### src/rtl/serial_input_receiver.sv
// LSB-first serial-to-parallel receiver with a valid/ready holding register and a sticky overrun flag.
// Optional even-parity bit after the data word when PARITY_CHECK_EN is defined.
module serial_input_receiver #(
    parameter int WIDTH = 8
) (
    input  logic                       clk,
    input  logic                       rst,
    input  logic                       sin,
    input  logic                       sin_valid,
    input  logic                       start,
    output logic [WIDTH-1:0]           p_out,
    output logic                       out_valid,
    input  logic                       out_ready,
    output logic                       busy,
    output logic [$clog2(WIDTH+1)-1:0] bit_cnt,
    output logic [WIDTH-1:0]           status,
    output logic                       overrun,
    input  logic                       ovr_clr,
    output logic                       parity_err
);

    localparam int BW = $clog2(WIDTH + 1);
`ifdef PARITY_CHECK_EN
    localparam int FRAME = WIDTH + 1;
`else
    localparam int FRAME = WIDTH;
`endif

    typedef enum logic {IDLE, SHIFT} state_t;

    state_t            state_q, state_d;
    logic [BW-1:0]     cnt_q, cnt_d;
    logic [WIDTH-1:0]  shift_q, shift_d;
    logic [WIDTH-1:0]  shifted, data_word;
    logic [WIDTH-1:0]  p_out_q;
    logic              out_valid_q, overrun_q;
    logic              accept, done, load, par_calc;

    assign shifted = {sin, shift_q[WIDTH-1:1]};
    assign accept  = sin_valid && ((state_q == SHIFT) || start);

`ifdef PARITY_CHECK_EN
    // The trailing parity bit is consumed without disturbing the assembled data.
    assign data_word = shift_q;
    assign par_calc  = (^shift_q) ^ sin;
`else
    assign data_word = shifted;
    assign par_calc  = 1'b0;
`endif

    always_comb begin
        state_d = state_q;
        cnt_d   = cnt_q;
        shift_d = shift_q;
        done    = 1'b0;
        if (accept) begin
            if (start) begin
                // Fresh frame (or resync): discard any partial word.
                state_d = SHIFT;
                cnt_d   = BW'(1);
                shift_d = {sin, {(WIDTH-1){1'b0}}};
            end else if (cnt_q == BW'(FRAME - 1)) begin
                done    = 1'b1;
                state_d = IDLE;
                cnt_d   = '0;
                shift_d = data_word;
            end else begin
                cnt_d   = cnt_q + BW'(1);
                shift_d = shifted;
            end
        end
    end

    assign load = done && (!out_valid_q || out_ready);

    always_ff @(posedge clk) begin
        if (rst) begin
            state_q <= IDLE;
            cnt_q   <= '0;
            shift_q <= '0;
        end else begin
            state_q <= state_d;
            cnt_q   <= cnt_d;
            shift_q <= shift_d;
        end
    end

    always_ff @(posedge clk) begin
        if (rst) begin
            p_out_q     <= '0;
            out_valid_q <= 1'b0;
            overrun_q   <= 1'b0;
        end else begin
            if (load) begin
                p_out_q     <= data_word;
                out_valid_q <= 1'b1;
            end else if (out_valid_q && out_ready) begin
                out_valid_q <= 1'b0;
            end
            if (done && !load) begin
                overrun_q <= 1'b1;
            end else if (ovr_clr) begin
                overrun_q <= 1'b0;
            end
        end
    end

`ifdef PARITY_CHECK_EN
    logic par_err_q;
    always_ff @(posedge clk) begin
        if (rst) begin
            par_err_q <= 1'b0;
        end else if (load) begin
            par_err_q <= par_calc;
        end
    end
    assign parity_err = par_err_q;
`else
    logic unused_par;
    assign unused_par = par_calc;
    assign parity_err = 1'b0;
`endif

    assign p_out     = p_out_q;
    assign out_valid = out_valid_q;
    assign overrun   = overrun_q;
    assign busy      = (state_q == SHIFT);
    assign bit_cnt   = cnt_q;
    assign status    = shift_q;

endmodule

### config.mk
export PLATFORM = sky130hd
export DESIGN_NAME = serial_input_receiver
export DESIGN_NICKNAME = d
export VERILOG_FILES = /design/src/rtl/serial_input_receiver.sv
export SDC_FILE = /design/constraint.sdc
export NUM_CORES = 1
export LEC_CHECK = 0
export BUFFER_PORTS_ARGS = -buffer_cell sky130_fd_sc_hd__buf_2
export CAP_MARGIN = 20
export CORE_MARGIN = 3
export CORE_UTILIZATION = 29
export CTS_CLUSTER_DIAMETER = 150
export DETAILED_ROUTE_END_ITERATION = 6
export GPL_TIMING_DRIVEN = 0
export PLACE_DENSITY = 0.47
export SLEW_MARGIN = 15
export SYNTH_ARGS = -nofsm -noshare
export SYNTH_HDL_FRONTEND = slang
export SYNTH_SLANG_ARGS = --single-unit
export TNS_END_PERCENT = 1
### constraint.sdc
create_clock -name clk -period 3.8 [get_ports clk]
set_clock_uncertainty 0.15 [all_clocks]
set_input_delay 0.38 -clock clk [delete_from_list [all_inputs] [get_ports clk]]
set_output_delay 0.38 -clock clk [all_outputs]
set_load 0.02 [all_outputs]
==> metrics.cfg <==
[clock_network]
clk_pin_slew_ns=0.13
ctsHoldBuffers=0
tritoncts=built
h-tree-depth=1
numCtsBuffers=3
ctsResizeCount=0
clockRootBuffer=clkbuf_4
cts_sinks=23
cts.path.max_buffers=2
insertion_delay_ns=0.31
cts_setup_buffers=0

[synthesis]
yosysSeqAreaShare_pct=46.52
synth_area_sq_um=989.7
synth_top_cell_by_area=dfxtp_1
synthTopCellsByArea=dfxtp_1 (47%), nand2b_1 (10%), mux2i_1 (9.1%)
synth_warnings=0
netlist.area_leader.share_pct=46.52
synthArstFlopShare_pct=0
synth-simple-area-share_pct=22.50
ys_ff_latch=23
syn-num-nets=111
synth_edf_count=0
synth_top_family_by_area=simple AND/OR/NAND/NOR gates
synth_mux_area_share_pct=9.102
synth.most_common_cell=dfxtp_1
yosysUniqueCellTypes=25
synthCells=103
synth-xor-area-share_pct=0
synth_compound_area_share_pct=13.40
synthAdderAreaFrac_pct=1.264
yosys_most_used_dff=dfxtp_1
syn_area_per_cell_sq_um=9.609
synth_commonest_cells=dfxtp_1 (23), nand2b_1 (16), nor2_1 (11), mux2i_1 (9), a22oi_1 (8)

[layout]
ff_latch_area_sq_um=460.4
nFillCells=363
final_area_sq_mm=0.001217
nNetsFinal=145
syn_to_final_growth_pct=23.01
final_cells=180
multiInputGateArea_sq_um=461.7
drive_above_1_share_pct=30.15
diodes=0

[die]
dieArea_sq_mm=0.004150
die_h_um=64.42
fp.dieW_um=64.42
core-area_sq_mm=0.003153
core.rowCount=20
io_pins=31
initial_core_util_pct=31.39

[timing]
hold_slack_ns=0.1717
finalCritPeriodShare_pct=43.54
finalSetupViolations=0
hold_viol_final=0
tns_ns=0
max_freq_mhz=604.4
maxSlewViolCount=0
rsz0062_at_grt=no
fin_crit_ns=1.655

[route]
viasPerCell=4.583
drtIter0Drc=16
wl_per_cell_um=11.89
wl_um=2141
firstDrtPassIters=3
routed-via-count=825
drcViolationCount=0
drt.antenna.violating_nets=0

[place]
portBuffers=29
dpl.hpwl_um=1610
place_congestion=0.7554
placed_cells=176
place_area_sq_mm=0.001190

[power]
p_total_uw=390.7
cellLeakagePower_uw=0.0005262
power_density_mw_per_mm2=320.9
peakVddDrop_mv=0.1408

[grt]
grt_use_total_pct=11.03
grt_pass1_vias=797
grt_max_degree=14
grt_pass1_wl_um=3546
grt-ovfl-total=0
antenna_found_initial=0

[setup_path]
cp-endpoint=p_out[6]$_SDFFE_PP0P_
start_kind=register
crit_path_max_fanout=8
critPathLaunch=bit_cnt[1]$_SDFFE_PP0P_
r2r_end=p_out[6]$_SDFFE_PP0P_
r2r_cells=5
crit_path_end_kind=register
required_ns=3.89
timing.rr.start=bit_cnt[1]$_SDFFE_PP0P_
path_class=register to register
r2r_setup_slack_ns=2.15
cp.arrival_ns=1.75

[run_status]
outcome=finished, final reports clean

[min_path]
hold_path_class=primary input to register

[run]
maxCapViolations=0

[power breakdown]
part | switching (uW) | total (uW) | internal (uW) | leakage (uW)
clock network | 73.7 | 113 | 39.3 | 0.0000177
logic | 18.9 | 32.0 | 13.1 | 0.000323
registers | 2.32 | 246 | 243 | 0.000186
total | 94.8 | 391 | 296 | 0.000526
[cell usage in the layout, fill, tap and decap left out, types with 2 or more instances in the layout]
cell type / synthesis / layout
a21oi_1: 5 / 5
a22oi_1: 8 / 8
and3b_1: 2 / 2
buf_2: 3 / 32
buf_6: 2 / 2
clkbuf_4: 0 / 3
dfxtp_1: 23 / 23
inv_1: 4 / 4
mux2i_1: 9 / 9
nand2_1: 3 / 3
nand2b_1: 16 / 16
nand3b_1: 2 / 2
nor2_1: 11 / 11
o21ai_0: 3 / 3
[cell families (layout without fill, tap and decap cells)]
logic type / after synthesis / after routing
simple gates: 38 / 38
flops: 23 / 23
compound gates: 19 / 19
buf+inv: 12 / 45
mux: 9 / 9
fa+ha+maj: 1 / 1
other cells: 1 / 1
[worst max-delay path, stage by stage, from the launching register on]
cell and delay, ns:
dfxtp_1 0.40, ha_1 0.24, nand3b_1 0.20, nor3b_4 0.22, buf_6 0.18, mux2i_1 0.19
[layout make-up]
type | count | area share, %
Inverter | 4 | 1.233
Clock buffer | 3 | 1.850
Multi-Input combinational cell | 68 | 37.92
Tap cell | 44 | 4.522
Sequential cell | 23 | 37.82
Timing Repair Buffer | 29 | 11.92
Buffer | 8 | 4.317
Clock inverter | 1 | 0.4111
[per-layer routing]
layer  global-route usage (%)  part of all wire (%)
met1                    13.48                    47
met2                    18.17                    46
met3                    2.426                   5.6
met4                    5.541                  0.89
met5                        0                     0
[per-stage QoR]
| stage | util [%] | setup slack [ns] |
|---|---|---|
| floorplan | - | 2.196 |
| detailed placement | 37.74 | 2.177 |
| global placement | 37.74 | 2.192 |
| finish | 38.61 | 2.145 |
| global route | 38.61 | 2.029 |
| CTS | 38.61 | 2.129 |
[registers in the layout, indices dropped and copies added, names as in the netlist]
signal	count
bit_cnt	4
overrun	1
out_valid	1
p_out	8
status	8
busy	1
[how the worst min path moves through the flow]
| stage | slack (ns) | depth (start not counted) | startpoint | to |
|---|---|---|---|---|
| 6_report | 0.17 | 3 | start | busy$_SDFFE_PP0P_ |
| 2_1_floorplan | 0.37 | 2 | start | busy$_SDFFE_PP0P_ |
| 3_5_place_dp | 0.31 | 2 | p_out[1]$_SDFFE_PP0P_ | p_out[1]$_SDFFE_PP0P_ |
| 5_1_grt | 0.16 | 3 | start | busy$_SDFFE_PP0P_ |
| 3_3_place_gp | 0.30 | 2 | p_out[7]$_SDFFE_PP0P_ | p_out[7]$_SDFFE_PP0P_ |
| 4_1_cts | 0.15 | 3 | start | busy$_SDFFE_PP0P_ |
No activity file was read; power rests on OpenSTA's default activity.
